`config.mk`:
```
export PLATFORM = sky130hd
export DESIGN_NAME = rtc_bus_xfer_ctrl
export DESIGN_NICKNAME = d
export VERILOG_FILES = /design/src/rtl/rtc_xfer_pkg.sv /design/src/rtl/rtc_bus_xfer_ctrl_timer.sv /design/src/rtl/rtc_bus_xfer_ctrl.sv
export SDC_FILE = /design/constraint.sdc
export NUM_CORES = 1
export LEC_CHECK = 0
export ABC_AREA = 1
export BUFFER_PORTS_ARGS = -buffer_cell sky130_fd_sc_hd__buf_2
export CORE_ASPECT_RATIO = 0.6
export CORE_MARGIN = 1.5
export CORE_UTILIZATION = 30
export CTS_BUF_LIST = sky130_fd_sc_hd__clkbuf_8
export DETAILED_ROUTE_END_ITERATION = 8
export GPL_TIMING_DRIVEN = 0
export PLACE_DENSITY_LB_ADDON = 0.08
export SLEW_MARGIN = 40
export SYNTH_ARGS = -nofsm -noshare
export SYNTH_HDL_FRONTEND = slang
export SYNTH_SLANG_ARGS = --single-unit
```
`constraint.sdc`:
```
create_clock -name clk -period 2.5 [get_ports clk]
set_clock_uncertainty 0.05 [all_clocks]
set_input_delay 0.625 -clock clk [delete_from_list [all_inputs] [get_ports clk]]
set_output_delay 0.625 -clock clk [all_outputs]
set_load 0.02 [all_outputs]
```
`src/rtl/rtc_xfer_pkg.sv`:
```
// Shared types and default phase timings for the RTC multiplexed-bus transfer controller.
package rtc_xfer_pkg;

  typedef enum logic [2:0] {
    IDLE,
    ADDR_SETUP,
    ADDR_STROBE,
    ADDR_HOLD,
    GAP,
    DATA_STROBE,
    DATA_HOLD,
    RECOVER
  } state_t;

  localparam int unsigned T_ADS_DEF = 2;
  localparam int unsigned T_CS_DEF  = 6;
  localparam int unsigned T_AH_DEF  = 3;
  localparam int unsigned T_W_DEF   = 10;
  localparam int unsigned T_DH_DEF  = 2;
  localparam int unsigned T_REC_DEF = 6;

  // IDLE has no timed length; 1 keeps the timer at zero after the final RECOVER.
  function automatic int unsigned phase_len(input state_t s,
                                            input int unsigned t_ads,
                                            input int unsigned t_cs,
                                            input int unsigned t_ah,
                                            input int unsigned t_w,
                                            input int unsigned t_dh,
                                            input int unsigned t_rec);
    int unsigned len;
    case (s)
      ADDR_SETUP:  len = t_ads;
      ADDR_STROBE: len = t_cs;
      ADDR_HOLD:   len = t_ah;
      GAP:         len = t_w;
      DATA_STROBE: len = t_cs;
      DATA_HOLD:   len = t_dh;
      RECOVER:     len = t_rec;
      default:     len = 1;
    endcase
    return len;
  endfunction

endpackage

```
`src/rtl/rtc_bus_xfer_ctrl_timer.sv`:
```
// Loadable down-counter timing one bus phase; o_last marks the phase's final cycle.
module rtc_phase_timer
  import rtc_xfer_pkg::*;
#(
  parameter int CNT_W = 6
) (
  input  logic             clk,
  input  logic             reset,
  input  logic             i_load,
  input  logic [CNT_W-1:0] i_len,
  output logic             o_last,
  output logic             o_last_next
);

  logic [CNT_W-1:0] r_cnt;

  always_ff @(posedge clk) begin
    if (reset) begin
      r_cnt <= '0;
    end else if (i_load) begin
      r_cnt <= i_len - CNT_W'(1);
    end else if (r_cnt != '0) begin
      r_cnt <= r_cnt - CNT_W'(1);
    end
  end

  assign o_last = (r_cnt == '0);
  // Lets the controller register pulses that must land on a phase's final cycle.
  assign o_last_next = i_load ? (i_len == CNT_W'(1)) : (r_cnt == CNT_W'(1));

endmodule

```
`src/rtl/rtc_bus_xfer_ctrl.sv`:
```
// Multiplexed AD-bus transfer controller for V3023-class RTC chips.
// Define RTC_XFER_BURST_EN to enable auto-incrementing multi-register bursts.
module rtc_bus_xfer_ctrl
  import rtc_xfer_pkg::*;
#(
  parameter int DW        = 8,
  parameter int AW        = 8,
  parameter int CNT_W     = 6,
  parameter int T_ADS     = T_ADS_DEF,
  parameter int T_CS      = T_CS_DEF,
  parameter int T_AH      = T_AH_DEF,
  parameter int T_W       = T_W_DEF,
  parameter int T_DH      = T_DH_DEF,
  parameter int T_REC     = T_REC_DEF,
  parameter int MAX_BURST = 8,
  parameter int BL_W      = 3
) (
  input  logic            clk,
  input  logic            reset,
  input  logic            i_req_valid,
  output logic            o_req_ready,
  input  logic            i_req_read,
  input  logic [AW-1:0]   i_req_addr,
  input  logic [BL_W-1:0] i_burst_len,
  input  logic [DW-1:0]   i_wr_data,
  output logic            o_wr_take,
  output logic [DW-1:0]   o_rdata,
  output logic            o_rdata_valid,
  output logic            o_busy,
  output logic            o_done,
  output logic [DW-1:0]   o_ad_out,
  output logic            o_ad_oe,
  input  logic [DW-1:0]   i_ad_in,
  output logic            o_ad_n,
  output logic            o_cs_n,
  output logic            o_rd_n,
  output logic            o_wr_n
);

  if (T_ADS == 0 || T_CS == 0 || T_AH == 0 || T_W == 0 || T_DH == 0 || T_REC == 0) begin : g_bad_timing
    $error("rtc_bus_xfer_ctrl: every phase timing must be at least one cycle");
  end
  if (AW > DW) begin : g_bad_width
    $error("rtc_bus_xfer_ctrl: address width must not exceed bus width");
  end

  state_t           r_state, w_state_next;
  logic             r_read, w_read_next;
  logic [AW-1:0]    r_addr, w_addr_next;
  logic [DW-1:0]    r_wdata, w_wdata_next;
  logic             w_accept, w_load, w_last, w_last_next;
  logic             w_more, w_more_next, w_done_next;
  logic [CNT_W-1:0] w_len;

`ifdef RTC_XFER_BURST_EN
  logic [BL_W-1:0] r_beats, w_beats_next;
  assign w_more      = (r_beats != '0);
  assign w_more_next = (w_beats_next != '0);
`else
  logic w_unused_burst_len;
  assign w_unused_burst_len = ^i_burst_len;
  assign w_more      = 1'b0;
  assign w_more_next = 1'b0;
`endif

  assign w_accept    = i_req_valid && o_req_ready;
  assign w_load      = (r_state == IDLE) ? w_accept : w_last;
  assign w_len       = CNT_W'(phase_len(w_state_next, T_ADS, T_CS, T_AH, T_W, T_DH, T_REC));
  assign w_done_next = (w_state_next == RECOVER) && w_last_next && !w_more_next;

  rtc_phase_timer #(.CNT_W(CNT_W)) u_timer (
    .clk        (clk),
    .reset      (reset),
    .i_load     (w_load),
    .i_len      (w_len),
    .o_last     (w_last),
    .o_last_next(w_last_next)
  );

  always_comb begin
    w_state_next = r_state;
    w_read_next  = r_read;
    w_addr_next  = r_addr;
    w_wdata_next = r_wdata;
`ifdef RTC_XFER_BURST_EN
    w_beats_next = r_beats;
`endif
    if (r_state == IDLE) begin
      if (w_accept) begin
        w_state_next = ADDR_SETUP;
        w_read_next  = i_req_read;
        w_addr_next  = i_req_addr;
`ifdef RTC_XFER_BURST_EN
        if (int'(i_burst_len) > MAX_BURST - 1) w_beats_next = BL_W'(MAX_BURST - 1);
        else                                   w_beats_next = i_burst_len;
`endif
      end
    end else if (w_last) begin
      case (r_state)
        ADDR_SETUP:  w_state_next = ADDR_STROBE;
        ADDR_STROBE: w_state_next = ADDR_HOLD;
        ADDR_HOLD:   w_state_next = GAP;
        GAP: begin
          w_state_next = DATA_STROBE;
          if (!r_read) w_wdata_next = i_wr_data;
        end
        DATA_STROBE: w_state_next = DATA_HOLD;
        DATA_HOLD:   w_state_next = RECOVER;
        RECOVER: begin
          if (w_more) begin
            w_state_next = ADDR_SETUP;
            w_addr_next  = r_addr + AW'(1);
`ifdef RTC_XFER_BURST_EN
            w_beats_next = r_beats - BL_W'(1);
`endif
          end else begin
            w_state_next = IDLE;
          end
        end
        default:     w_state_next = IDLE;
      endcase
    end
  end

  // Outputs are registered from the next state so they line up with the state register.
  always_ff @(posedge clk) begin
    if (reset) begin
      r_state       <= IDLE;
      r_read        <= 1'b0;
      r_addr        <= '0;
      r_wdata       <= '0;
`ifdef RTC_XFER_BURST_EN
      r_beats       <= '0;
`endif
      o_req_ready   <= 1'b1;
      o_busy        <= 1'b0;
      o_done        <= 1'b0;
      o_wr_take     <= 1'b0;
      o_rdata       <= '0;
      o_rdata_valid <= 1'b0;
      o_ad_out      <= '0;
      o_ad_oe       <= 1'b0;
      o_ad_n        <= 1'b1;
      o_cs_n        <= 1'b1;
      o_rd_n        <= 1'b1;
      o_wr_n        <= 1'b1;
    end else begin
      r_state       <= w_state_next;
      r_read        <= w_read_next;
      r_addr        <= w_addr_next;
      r_wdata       <= w_wdata_next;
`ifdef RTC_XFER_BURST_EN
      r_beats       <= w_beats_next;
`endif
      o_req_ready   <= (w_state_next == IDLE);
      o_busy        <= (w_state_next != IDLE);
      o_done        <= 1'b0;
      o_wr_take     <= 1'b0;
      o_rdata_valid <= 1'b0;
      o_ad_out      <= '0;
      o_ad_oe       <= 1'b0;
      o_ad_n        <= 1'b1;
      o_cs_n        <= 1'b1;
      o_rd_n        <= 1'b1;
      o_wr_n        <= 1'b1;
      case (w_state_next)
        ADDR_SETUP, ADDR_HOLD: begin
          o_ad_n   <= 1'b0;
          o_ad_oe  <= 1'b1;
          o_ad_out <= DW'(w_addr_next);
        end
        ADDR_STROBE: begin
          o_ad_n   <= 1'b0;
          o_ad_oe  <= 1'b1;
          o_ad_out <= DW'(w_addr_next);
          o_cs_n   <= 1'b0;
          o_wr_n   <= 1'b0;
        end
        GAP:       o_wr_take <= !w_read_next && w_last_next;
        DATA_STROBE: begin
          o_cs_n <= 1'b0;
          if (w_read_next) begin
            o_rd_n <= 1'b0;
          end else begin
            o_wr_n   <= 1'b0;
            o_ad_oe  <= 1'b1;
            o_ad_out <= w_wdata_next;
          end
        end
        DATA_HOLD: begin
          if (w_read_next) begin
            o_rdata_valid <= (r_state == DATA_STROBE);
          end else begin
            o_ad_oe  <= 1'b1;
            o_ad_out <= w_wdata_next;
          end
        end
        RECOVER:   o_done <= w_done_next;
        default:   o_done <= 1'b0;
      endcase
      if (r_state == DATA_STROBE && r_read && w_last) o_rdata <= i_ad_in;
    end
  end

endmodule
```
# Word level (Yosys, flattened, before mapping)
# Cells that the tools add are included.
classes:
  mux: 25
  reduce_logical: 21
  multipliers: 0
  div: 0
  n_bitwise: 5
  n_eq_ne: 15
  shift: 0
  addsub: 2
  order_cmp: 0
ops:
  columns: ["cell", "n"]
  rows:
  - ["two-way mux 8 bit", 7]
  - ["== test 3 bit, second input constant", 7]
  - ["one-hot mux 3 bit (6 select lines)", 1]
  - ["one-hot mux 4 bit (4 select lines)", 1]
  - ["one-hot mux 8 bit (2 select lines)", 1]
  - ["== test 3 x 2 -> 1 bit, second input constant", 4]
  - ["two-way mux 6 bit", 2]
  - ["OR reduction 2 bit", 6]
  - ["two-way mux 3 bit", 3]
  - ["OR reduction 3 bit", 3]
  - ["two-way mux 1 bit", 8]
  - ["== test 3 x 1 -> 1 bit, second input constant", 2]
  - ["== test 6 x 1 -> 1 bit, second input constant", 1]
  - ["zero test 3 bit", 2]
  - ["zero test 6 bit", 1]
  - ["nonzero test 6 bit", 1]
  - ["subtractor 6 x 1 -> 6 bit, second input constant", 1]
  - ["logical AND 1 bit", 5]
  - ["inverter 1 bit", 5]
  - ["subtractor 4 x 1 -> 5 bit, second input constant", 1]
  - ["== test 4 x 1 -> 1 bit, second input constant", 1]
  - ["one-hot mux 1 bit (2 select lines)", 2]
  - ["nonzero test 3 bit", 1]
  - ["nonzero test 2 bit", 1]
  - ["zero test 1 bit", 1]
totals:
  ff_bits: 52
  ram_bits: 0
  in_bits: 31
  latchBits: 0
  output_inout_bits: 26
  romBits: 0
  mem_count: 0

# Logic depth before layout (Yosys ltp)
# Gate-level depths: netlist of run 1.
logic_depth:
  ltp_word: 10
  mapped_depth: 14

# By module
# Synthesis of run 1 repeated with hierarchy kept, for this count alone.
unflattened:
  cells_unflattened: 360
  area_unflattened_um2: 2577.5
modules_own_cells:
  columns: ["mod", "seq_area_each_um2", "instances", "cells_per_inst", "area_each_um2"]
  rows:
  - ["rtc_bus_xfer_ctrl", 920.9, 1, 274, 2010.7]
  - ["rtc_phase_timer", 120.1, 1, 86, 566.8]

# Worst setup path before layout of run 1
# Ideal clock, no wire load.
synth_timing:
  kind: "register to register"
  from: "register r_state[1]"
  to: "register u_timer.r_cnt[0]"
  t_arrival_ns: 1.549
  path_slack_ns: 0.792
  required_ns: 2.341
  n_path_buf: 1
  setup_time_ns: 0.109
  stages_incl_launch_ff: 14
  cell_sequence: "dfxtp_1 -> inv_1 -> ha_1 -> nand2_4 -> inv_2 -> nand2_2 -> buf_4 -> nand2_2 -> inv_2 -> nand2_1 -> o21ai_1 -> nor2_1 -> nand2_1 -> inv_1"
synth_via:
  elab_chain_cells: 9
  word_cells_on_any_way: 25
  cone_classes: "1 x add/sub; 13 x eq/ne; 7 x mux; 4 x reduce/logical"
synth_rtl:
  columns: ["element", "line_no", "source"]
  rows:
  - ["start, declared", "rtc_bus_xfer_ctrl.sv:47", "state_t r_state, w_state_next;"]
  - ["start signal, assigned", "rtc_bus_xfer_ctrl.sv:148", "r_state <= w_state_next;"]
  - ["== test 3 bit, or another cell as far along", "rtc_bus_xfer_ctrl.sv:99", "case (r_state)"]
  - ["one-hot mux 3 bit (6 select lines)", "rtc_bus_xfer_ctrl.sv:99", null]
  - ["two-way mux 3 bit", "rtc_bus_xfer_ctrl.sv:98", "end else if (w_last) begin"]
  - ["two-way mux 3 bit", "rtc_bus_xfer_ctrl.sv:88", "if (r_state == IDLE) begin"]
  - ["== test 3 bit, or another cell as far along", "rtc_xfer_pkg.sv:31", "case (s)"]
  - ["OR reduction 3 bit (no line) or OR reduction 2 bit (tied branches)", null, null]
  - ["one-hot mux 4 bit (4 select lines)", "rtc_xfer_pkg.sv:31", null]
  - ["subtractor 4 x 1 -> 5 bit", "rtc_bus_xfer_ctrl_timer.sv:21", "r_cnt <= i_len - CNT_W'(1);"]
  - ["two-way mux 6 bit", "rtc_bus_xfer_ctrl_timer.sv:20", "end else if (i_load) begin"]
  - ["end signal, assigned", "rtc_bus_xfer_ctrl_timer.sv:21", null]
  - ["end signal, assigned", "rtc_bus_xfer_ctrl_timer.sv:23", "r_cnt <= r_cnt - CNT_W'(1);"]
  - ["end, declared", "rtc_bus_xfer_ctrl_timer.sv:15", "logic [CNT_W-1:0] r_cnt;"]
# Parallel ways exist; a longest one is shown, timed or not.
# A chain may end at the register's enable or synchronous reset.

# Final worst setup path of run 1
layout_timing:
  from: "register r_state[1]"
  to: "register o_ad_out[2]"
layout_via:
  elab_chain_cells: 7
  word_cells_on_any_way: 25
  cone_classes: "11 x eq/ne; 11 x mux; 3 x reduce/logical"
layout_rtl:
  columns: ["element", "line_no", "source"]
  rows:
  - ["== test 3 bit, or another cell as far along", "rtc_bus_xfer_ctrl.sv:99", null]
  - ["one-hot mux 3 bit (6 select lines)", "rtc_bus_xfer_ctrl.sv:99", null]
  - ["two-way mux 3 bit", "rtc_bus_xfer_ctrl.sv:98", null]
  - ["two-way mux 3 bit", "rtc_bus_xfer_ctrl.sv:88", null]
  - ["== test 3 x 2 -> 1 bit, or another cell as far along", "rtc_bus_xfer_ctrl.sv:166", "case (w_state_next)"]
  - ["OR reduction 3 bit (no line) or OR reduction 2 bit (tied branches)", null, null]
  - ["one-hot mux 8 bit (2 select lines) *", "rtc_bus_xfer_ctrl.sv:166", null]
  - ["end signal, assigned", "rtc_bus_xfer_ctrl.sv:170", "o_ad_out <= DW'(w_addr_next);"]
  - ["end signal, assigned", "rtc_bus_xfer_ctrl.sv:175", "o_ad_out <= DW'(w_addr_next);"]
  - ["end signal, assigned", "rtc_bus_xfer_ctrl.sv:187", "o_ad_out <= w_wdata_next;"]
  - ["end, declared", "rtc_bus_xfer_ctrl.sv:31", "output logic [DW-1:0] o_ad_out,"]
# Every way passes the cells marked *; elsewhere a longest branch is shown, timed or not.

==> results of run 1 <==
## registers in the layout (all words and copies together) (netlist names), 3 cells and up
| signal | count |
|---|---|
| u_timer.r_cnt | 6 |
| o_rdata | 8 |
| r_addr | 8 |
| r_state | 3 |
| r_wdata | 8 |
| o_ad_out | 8 |
## worst max-delay path: cells and delay by family (launching register included)
kind | cells | cell delay (ns)
AO/OA/AOI/OAI | 2 | 0.38
flip-flops | 1 | 0.45
adder cells (fa/ha/maj) | 1 | 0.25
AND/OR/NAND/NOR | 3 | 0.41
buffers and inverters | 3 | 0.62
## cell usage in the layout, fill, tap and decap left out, drive strengths merged
| cell | count |
|---|---|
| nand2 | 62 |
| buf | 57 |
| dfxtp | 52 |
| nor2 | 45 |
| inv | 37 |
| nor3 | 22 |
| o21ai | 21 |
| a21oi | 20 |
| nand3 | 15 |
| clkbuf | 11 |
| nand3b | 10 |
| ha | 7 |
| or2 | 2 |
| xnor2 | 2 |
| nand4 | 1 |
| o21a | 1 |
## area by class of cell
cell class	count	area share
Buffer	9	0.01454
Clock buffer	6	0.02907
Clock inverter	2	0.002643
Inverter	35	0.04626
Multi-Input combinational cell	208	0.4018
Sequential cell	52	0.3665
Tap cell	104	0.04582
Timing Repair Buffer	53	0.09339
## power by group through the flow
stage / Clock (mW) / Sequential [mW] / Combinational, mW
floorplan: 0 / 1.26 / 1.34
global placement: 0 / 1.16 / 1.94
detailed placement: 0 / 1.16 / 1.94
CTS: 0.524 / 1.14 / 1.95
global route: 0.553 / 1.17 / 2.17
finish: 0.509 / 1.14 / 1.94
## how the worst min path moves through the flow
stage                     from          to  cells past startpoint
finish                   reset  r_state[2]                      2
global placement    r_wdata[0]  r_wdata[0]                      2
detailed placement  r_wdata[1]  r_wdata[1]                      2
floorplan           r_wdata[0]  r_wdata[0]                      2
global route        i_ad_in[0]  o_rdata[0]                      3
CTS                      reset  r_state[2]                      2
## through the flow
| stage | cell area (um2) | hold slack [ns] |
|---|---|---|
| floorplan | 2355 | 0.4256 |
| global placement | 2750 | 0.4373 |
| detailed placement | 2750 | 0.4492 |
| CTS | 2840 | 0.4522 |
| global route | 2840 | 0.4725 |
| finish | 2840 | 0.4657 |
## logic make-up after synthesis
logic type,count (synthesis),share of synthesized area
AND/OR/NAND/NOR,157,0.3496
flip-flops,52,0.4421
buffers and inverters,44,0.07332
AO/OA/AOI/OAI,42,0.09033
adder cells (fa/ha/maj),7,0.03719
XOR/XNOR,2,0.007440
## metal layers
layer / up-vias / part of all wire
li1: 1094 / -
met1: 915 / 0.56
met2: 55 / 0.35
met3: 5 / 0.072
met4: 0 / 0.011
met5: - / 0
==> reports/results.txt, run 1 <==
The overall routing resource usage is 0.1564, and the final net count is 402. In this run the vertical extent of the chip is 71.63 um. The maximum count of clock buffers along a single path was 2; the post-detailed-route wirelength per cell was 13.18 um. The starting density of the core is 0.3175, and the core utilization of the finished layout is 0.3829. The worst reg2reg path endpoint is o_ad_out[2]. By instance count, the leading cell after synthesis is sky130_fd_sc_hd__dfxtp_1. The tools report the met3 track demand over resource in global routing as 0.04299. The worst setup path is of the reg2reg kind. The sequential area share after synthesis is 0.4421, and the area of the placeable core is 7417 um2. The number of I/O pins came out at 57. OpenSTA, run right after detailed placement, puts the worst setup slack at 0.2421 ns. Fill cells in the final layout number 814. The tools report the post-cts sizing count as 0.

The logs give 0 for the number of hold buffers added after CTS and 10010 um for the global-route wire length before repair. The final number of max-transition violations is 0. The total standard cell area after synthesis came out at 2355 um2.

Using the TritonRoute via totals, the vias-per-cell ratio works out to 4.412. The logs give 0.2652 ns for the worst setup slack after layout and 0.2347 for the met1 track utilization from global routing. The setup TNS was 0 ns; the sequential share of power was 0.318.

The number of remaining DRC errors was 0. Yosys attributes the largest share of cell area to sky130_fd_sc_hd__dfxtp_1, sky130_fd_sc_hd__nand2_1, sky130_fd_sc_hd__nor2_1. The sequential cell area in the final layout was 1041 um2; the clock-pin slew of the registers on the worst-case setup and hold paths was 0.09 ns.

Including well taps, the total number of placed cells is 461. Summed over all nets, the switching power comes to 1.711 mW. The clock period could shrink to 2.235 ns. In this run the remaining antenna-violating nets after routing total 0. On the critical path, the stage with the largest delay is an instance of sky130_fd_sc_hd__dfxtp_1.

The signal on the critical path passes through inv_1 -> ha_1 -> nand2_4 -> inv_2 -> nand2_2 -> clkbuf_1 -> o21ai_0 -> nand3b_1 -> a21oi_1. In this run, distinct cell masters in the synthesized netlist total 28. The run gives 0 as the total of warnings raised by yosys.

The most used flip-flop cell after synthesis is sky130_fd_sc_hd__dfxtp_1. The period utilization is 0.8939. The number of flops mapped to enable cells by yosys was 0; the area of the die was 8407 um2. The worst supply voltage drop on vdd came out at 0.0004577 V. The share of post-route cells with drive strength above 1 was 0.2603; the average footprint of a synthesized cell was 7.746 um2. After the first detailed-routing iteration, the DRC count stood at 88.

The tools report the startpoint kind of the worst setup timing path as a register. The combinational group share of total power came out at 0.540. Ranked by instance count, the synthesized netlist is headed by sky130_fd_sc_hd__dfxtp_1, sky130_fd_sc_hd__nand2_1, sky130_fd_sc_hd__nor2_1.

For the critical path arrival, the log shows 2.43 ns. In this run the worst setup path terminates at o_ad_out[2]. In this run the worst path has a maximum fanout of 10. In the final layout, the multi-input gates occupy 1141 um2. Worst setup path startpoint: r_state[1]. For the pin with the worst max-slew slack, the measured transition is 0.5983 ns. Reported leakage power: 1.343 nW. After global routing the overflow that remains totals 0.

The maximum number of pins on one net before global-route repair was 15; the count of final setup violators was 0. For the total wirelength of the detailed-routed design, the log shows 6181 um. The share of synthesized registers carrying an async set or reset is 0. The H-tree was split into 2 levels. Synthesis inferred 52 register bits. In this run the worst hold path is classified as in2reg. Setup repair after global routing left no endpoint under its margin.

The worst register-to-register path has a depth of 9. For this run, the detailed router's first-pass iteration total came to 4. Counting every net in the synthesized netlist gives 342. In this run the critical register-to-register path is launched from r_state[1]. The largest total area in the synthesized netlist belongs to sky130_fd_sc_hd__dfxtp_1.

For this run, the top clock speed supported by timing is 0.4475 GHz. Buffers inserted during clock tree synthesis total 5. For the number of setup buffers added after CTS, the log shows 0. The run gives 2004 as the number of global-route vias before repair.

After technology mapping, the gate count stands at 304. The share of total power in the clock network was 0.142. For the placed wire-length estimate, the log shows 4590 um. The cell sitting at the root of the clock tree is a sky130_fd_sc_hd__clkbuf_8.

The die is 117.4 um wide. In this run the most used layer during global routing was met1. The run gives 0.32 ns as the source-to-sink clock delay at the later pin of the worst-skew pair. The worst max-slew margin expressed relative to the limit was 0.6012; the internal reg-to-reg setup slack was 0.27 ns.

The number of endpoints with negative hold slack in the final report was 0; the number of antenna violations at the first check in global routing was 0. The run gives 469 as the final cell count without fillers. The type of element capturing the critical path was a register. The run gives 52 as the total number of clock tree sinks. The completed layout was analyzed and its total power is 3.592 mW. The area share of the largest cell type after synthesis is 0.4421. The number of port buffers was 53; the area overhead of the layout relative to synthesis was 20.62%. Routability-driven placement finished with a final weighted congestion of 0.8059. The number of rows in the core area was 24. The run finished with clean final reports. Max-cap violations in this run came to 0. The routing usage on met2 was 0.2072. Cell internal power was estimated by the tool at 1.881 mW. Detailed routing inserted a total of 2069 vias. TritonCTS built the clock tree. The switching power share of the total is 0.4763, and the required time of the critical path is 2.69 ns. The run gives 0 as the final antenna diode count. Critical path's largest stage delay: 0.45 ns. In this run the power density over the cells is 1265 nW/um2.
Power figures use the tool's default switching activity.
==> inputs of run 2 (changes only) <==
Settings changed: ABC_AREA 1 to unset, GPL_TIMING_DRIVEN 0 to 1, REMOVE_ABC_BUFFERS set to 1.
==> reports/results.txt, run 2 <==
STA classifies the critical path startpoint as a register. In this run the horizontal extent of the chip is 115.2 um. For this run, the post-layout net count is 349.

The share of total power in the clock network is 0.162, and the number of rows in the core area is 24. During synthesis, Yosys emitted a total of 0 warnings. Hold path startpoint: r_addr[2]. In this run the power spent charging and discharging nets is 1.114 mW.

At the pin with the least slew margin, the transition time is 0.5155 ns. The commonest cells after synthesis are sky130_fd_sc_hd__dfxtp_1, sky130_fd_sc_hd__nand2_1, sky130_fd_sc_hd__nor2_1. The top cell types in the final layout, fill and taps aside, are sky130_fd_sc_hd__buf_2, sky130_fd_sc_hd__dfxtp_1, sky130_fd_sc_hd__nand2_1.

The total standard cell area after synthesis is 2265 um2, and the maximum count of clock buffers along a single path is 2. In this run the worst path has a maximum fanout of 8. The combinational group share of total power is 0.476, and the count of final setup violators is 0.

The final cell count without fillers is 415. The starting density of the core is 0.3104. The synthesized design contains 0 enable-type register cells.

In the post-route analysis, the smallest setup slack over all paths is 0.1550 ns. Power spread over the standard cell area amounts to 985.4 nW/um2. For this run, the top clock speed supported by timing is 0.4264 GHz.

In this run, synthesis produced a sequential element count of 52. In this run, CTS created clock tree buffers numbering 5. The sequential area share after synthesis came out at 0.4597. The number of port buffers is 53.

The core region is 7297 um2. Share of post-route cells with drive strength above 1: 0.3376. After detailed routing, the number of remaining DRC violations is 0. The area share of the largest cell type after synthesis works out to 0.4597. The run gives 52 as the total number of clock tree sinks. At the worst endpoint, the arrival time is 2.49 ns. The type of element capturing the critical path is a register. The run finished with clean final reports.

Entering global routing, the biggest net connects 26 pins. Number of antenna violations at the first check in global routing: 0. The period utilization was 0.9380; the worst supply voltage drop on vdd was 0.0003301 V. TritonCTS built the clock tree.

The sequential share of power is 0.363, and the clock-pin slew of the registers on the worst-case setup and hold paths is 0.09 ns. The max-capacitance violation count was 0. The first detailed-routing pass took 4 iterations. Sorting the synthesized cells by area gives the leading types as sky130_fd_sc_hd__dfxtp_1, sky130_fd_sc_hd__nand2_1, sky130_fd_sc_hd__mux2_4. The global-route wire length before repair is 9252 um. In this run, post-CTS hold repair placed 0 buffers. The logs give 0 for the final number of max-transition violations and 57 for the number of I/O pins.

For the total congestion overflow after global routing, the log shows 0. Worst setup timing slack at the placement stage: 0.1597 ns. Data on the critical path is required at its endpoint by 2.65 ns. Core utilization of the finished layout: 0.3966.

Yosys instantiated no cell more often than sky130_fd_sc_hd__dfxtp_1. Cell internal power was estimated by the tool at 1.738 mW. The logs give 1762 for the number of global-route vias before repair and 2800 um2 for the instance area at placement. The most common flop cell mapped by yosys was sky130_fd_sc_hd__dfxtp_1.

The routability congestion estimate from global placement came out at 0.7891. The area of the die was 8096 um2; the remaining antenna violation count was 0. The classification of the worst-slack hold path was reg2reg. Share of synthesized registers carrying an async set or reset: 0. The critical path class was reg2reg. The critical path starts at u_timer.r_cnt[5]. Post-detailed-route wirelength per cell: 13.85 um. For the final routed database, the setup TNS stands at 0 ns. The number of endpoints with negative hold slack in the final report came out at 0.

Setup repair after global routing left no endpoint under its margin. The post-layout minimum cycle time was 2.345 ns. The die extent in y is 70.30 um. Dividing the detail-routed via count by the number of cells gives 4.602. The analysis attributes to cell leakage a power of 1.308 nW. The library cell used most frequently in the layout, excluding fill and tap cells, is sky130_fd_sc_hd__buf_2.

The detailed router placed 1910 vias in this run. The switching power share of the total came out at 0.3905. The worst max-slew margin expressed relative to the limit came out at 0.6563. The number of placed instances, taps included, is 408. Source-to-sink clock delay at the later pin of the worst-skew pair: 0.29 ns. 0 antenna diodes ended up in the layout. The detailed router finished its first iteration with 104 violations. The average footprint of a synthesized cell works out to 9.476 um2. Area of all placed cells without fillers: 2894 um2.

The overall routing resource usage came out at 0.1483. The largest area contributor in the synthesized netlist is sky130_fd_sc_hd__dfxtp_1. The area growth from synthesis to layout is 27.79%. In this run the critical register-to-register path is launched from u_timer.r_cnt[5]. Total wirelength of the detailed-routed design: 5747 um. The cell sitting at the root of the clock tree is a sky130_fd_sc_hd__clkbuf_8. Number of standard cells after synthesis: 239.

Detailed placement ended at an HPWL of 4264 um. The tools report the unique cell type count in the Yosys netlist as 49. The H-tree was split into 2 levels.
run 2: layout make-up:
cell class / count / area (um2)
flip-flops and latches: 52 / 1041
clock inverters: 2 / 12.51
well taps: 104 / 130.1
multi-input cells: 167 / 1150
repair buffers: 78 / 465.4
clock buffers: 5 / 68.82
inverters: 7 / 26.28
fillers: 740 / 4403
run 2: logic make-up after synthesis:
logic type | share of synthesized area
buffers and inverters | 0.03812
AO/OA/AOI/OAI | 0.1166
XOR/XNOR | 0.01160
multiplexers | 0.1066
adder cells (fa/ha/maj) | 0.03867
AND/OR/NAND/NOR | 0.2287
flip-flops | 0.4597
run 2: worst paths after layout:
kind,cells after the start,slack [ns],end
worst min-delay path,2,0.42,r_addr[2]
worst max register to register,6,0.15,o_ad_out[0]
worst max-delay path,6,0.15,o_ad_out[0]
worst min register to register,2,0.42,r_addr[2]
run 2: per-layer routing:
layer | vias up | global-route usage | share of wire
met4 | 0 | 0.02058 | 0.0026
met2 | 56 | 0.2063 | 0.39
met5 | - | 0 | 0
li1 | 984 | - | -
met1 | 868 | 0.2307 | 0.55
met3 | 2 | 0.03819 | 0.061
run 2: what timing repair did:
action | CTS | global route
gates resized for setup | 0 | 1
endpoints found under the setup margin | 0 | 1
setup buffers | 0 | 0
run 2: worst max-delay path, stage by stage (launching register included):
cell and delay, ns:
sky130_fd_sc_hd__dfxtp_1 0.36, sky130_fd_sc_hd__or4_4 0.57, sky130_fd_sc_hd__or4_1 0.48, sky130_fd_sc_hd__buf_4 0.21, sky130_fd_sc_hd__mux2_4 0.31, sky130_fd_sc_hd__a32oi_1 0.20, sky130_fd_sc_hd__nor3_1 0.07
run 2: per-stage QoR:
stage	hold slack, ns	power (mW)
CTS	0.4200	2.847
global placement	0.4000	2.391
detailed placement	0.4058	2.377
floorplan	0.3880	1.847
global route	0.4437	3.063
finish	0.4166	2.852
run 2: power groups by stage:
stage               clock [mW]  combinational [mW]  sequential [mW]
finish                   0.461                1.36             1.03
global route             0.515                1.50             1.05
CTS                      0.482                1.33             1.03
detailed placement           0                1.33             1.05
global placement             0                1.34             1.05
floorplan                    0               0.728             1.12
==> inputs of run 3 (changes only) <==
Settings changed: CORE_MARGIN 1.5 to unset, SLEW_MARGIN 40 to unset.
==> reports/results.txt, run 3 (same netlist as run 2, synthesis figures left out) <==
Setup violations remaining at the end of the flow were counted as 0. The top cell types in the final layout, fill and taps aside, are sky130_fd_sc_hd__buf_2, sky130_fd_sc_hd__dfxtp_1, sky130_fd_sc_hd__nand2_1. STA classifies the critical path endpoint as a register.

In this run the vertical extent of the chip is 69.30 um. The clock-pin slew of the registers on the worst-case setup and hold paths is 0.10 ns. In this run the clock root is driven by a sky130_fd_sc_hd__clkbuf_8. The library cell used most frequently in the layout, excluding fill and tap cells, is sky130_fd_sc_hd__buf_2. The tools report the number of antenna violations at the first check in global routing as 0.

For this design, the sink count on the clock tree is 52. The overall die width works out to 114.2 um. Sequential cell area in the final layout: 1041 um2. The logs give 9597 um for the global-route wire length before repair and 2.65 ns for the required time of the critical path.

The H-tree generated during clock tree synthesis spans 2 levels. TritonCTS built the clock tree. The run gives 1944 as the via count of the routed design.

In this run the count of I/O pins placed on the die edge is 57. Setup repair after global routing left no endpoint under its margin. Summing all multi-input logic gate instances after layout gives 1160 um2. Once the clock tree was built, the setup fixing pass inserted 0 buffers. The logs give 0 for the number of hold buffers added after CTS and 348 for the final net count. In this run the remaining antenna-violating nets after routing total 0.

The maximum number of pins on one net before global-route repair is 20. For the pin with the worst max-slew slack, the measured transition is 0.5315 ns. The overall routing resource usage is 0.1609. The worst setup path is launched from a register.

Derived from the worst setup path, the maximum achievable clock frequency is 0.4208 GHz. The die covers 7912 um2. The total overflow left after global routing is 0. The starting density of the core was 0.3104; the total wirelength of the detailed-routed design was 5944 um.

Clock tree synthesis inserted a total of 5 buffers. Summed over all cells, the static leakage comes to 1.329 nW. In the routed layout, each cell is associated on average with a via count of 4.684. After floorplanning, the core was sized to cover 7297 um2. The post-layout minimum cycle time is 2.376 ns.

The number of rows in the core area is 24. The run gives 1792 as the number of global-route vias before repair. The logs give 0 for the max-capacitance violation count and 0.0003642 V for the worst supply voltage drop on vdd. The critical path class was reg2reg.

The number of remaining DRC errors was 0. Summed over all nets, the half-perimeter wirelength after detailed placement is 4289 um. The logs give 0 ns for the setup TNS and 2 for the maximum count of clock buffers along a single path. For the worst max-slew margin expressed relative to the limit, the log shows 0.6456. Power per unit of standard cell area: 1027 nW/um2. Number of endpoints with negative hold slack in the final report: 0. The maximum fanout along the worst path works out to 8. The post-detailed-route wirelength per cell was 14.32 um; the source-to-sink clock delay at the later pin of the worst-skew pair was 0.30 ns. The run gives 0 as the final number of max-transition violations. The number of inserted filler cells in the final layout came out at 762.

The finished cells cover 2937 um2. The instance area at placement is 2793 um2. The run finished with clean final reports. The share of post-route cells with drive strength above 1 is 0.3473.

For this run, the detailed router's first-pass iteration total came to 4. Routability congestion estimate from global placement: 0.7824. The number of port buffers works out to 53. The repair_antennas step left the layout with diodes totalling 0. After the first detailed-routing iteration, the DRC count stood at 111. At the worst endpoint, the arrival time is 2.53 ns. The period utilization works out to 0.9505. The classification of the worst-slack hold path is reg2reg. The area overhead of the layout relative to synthesis works out to 29.67%.
-- run 3: final cells by class --
| cell class | instances | area share |
|---|---|---|
| multi-input cells | 167 | 0.3950 |
| flip-flops and latches | 52 | 0.3545 |
| repair buffers | 77 | 0.1559 |
| well taps | 104 | 0.04431 |
| clock buffers | 6 | 0.02812 |
| clock inverters | 2 | 0.01321 |
| inverters | 7 | 0.008948 |
-- run 3: metrics by stage --
stage,setup WS (ns),instances,total power [mW],hold slack [ns],utilization
floorplan,0.07090,226,1.847,0.3880,-
global route,0.02826,415,3.218,0.4439,0.4024
global placement,0.05504,407,2.386,0.4008,0.3827
finish,0.1237,415,3.015,0.4181,0.4024
detailed placement,0.05397,407,2.367,0.4087,0.3827
CTS,0.08876,415,3.010,0.4247,0.4002
-- run 3: where the power goes --
| group | switching [mW] | internal (mW) |
|---|---|---|
| clock | 0.294 | 0.328 |
| combinational | 0.773 | 0.580 |
| sequential | 0.0800 | 0.961 |
| total | 1.15 | 1.87 |
-- run 3: worst paths after layout --
check	cells past startpoint	slack (ns)	endpoint	startpoint
worst max-delay path	6	0.12	o_ad_out[7]	u_timer.r_cnt[5]
worst max register to register	6	0.12	o_ad_out[7]	u_timer.r_cnt[5]
worst min-delay path	2	0.42	r_addr[2]	r_addr[2]
worst min register to register	2	0.42	r_addr[2]	r_addr[2]
-- run 3: what timing repair did --
| action | 4_1_cts | 5_1_grt |
|---|---|---|
| gates resized for setup | 1 | 4 |
| cloned | 0 | 0 |
| pin swaps | 0 | 0 |
| setup endpoints to repair | 1 | 8 |
-- run 3: critical path, cell delays in order, from the launching register on --
cell,delay [ns]
sky130_fd_sc_hd__dfxtp_1,0.36
sky130_fd_sc_hd__or4_4,0.57
sky130_fd_sc_hd__or4_1,0.47
sky130_fd_sc_hd__buf_4,0.21
sky130_fd_sc_hd__mux2_4,0.32
sky130_fd_sc_hd__a32oi_1,0.22
sky130_fd_sc_hd__nor3_1,0.08
-- run 3: layer usage --
metal | GRT usage | wire (um)
met5 | 0 | 0
met2 | 0.2283 | 2361
met4 | 0.04329 | 44
met3 | 0.03234 | 395
met1 | 0.2445 | 3142
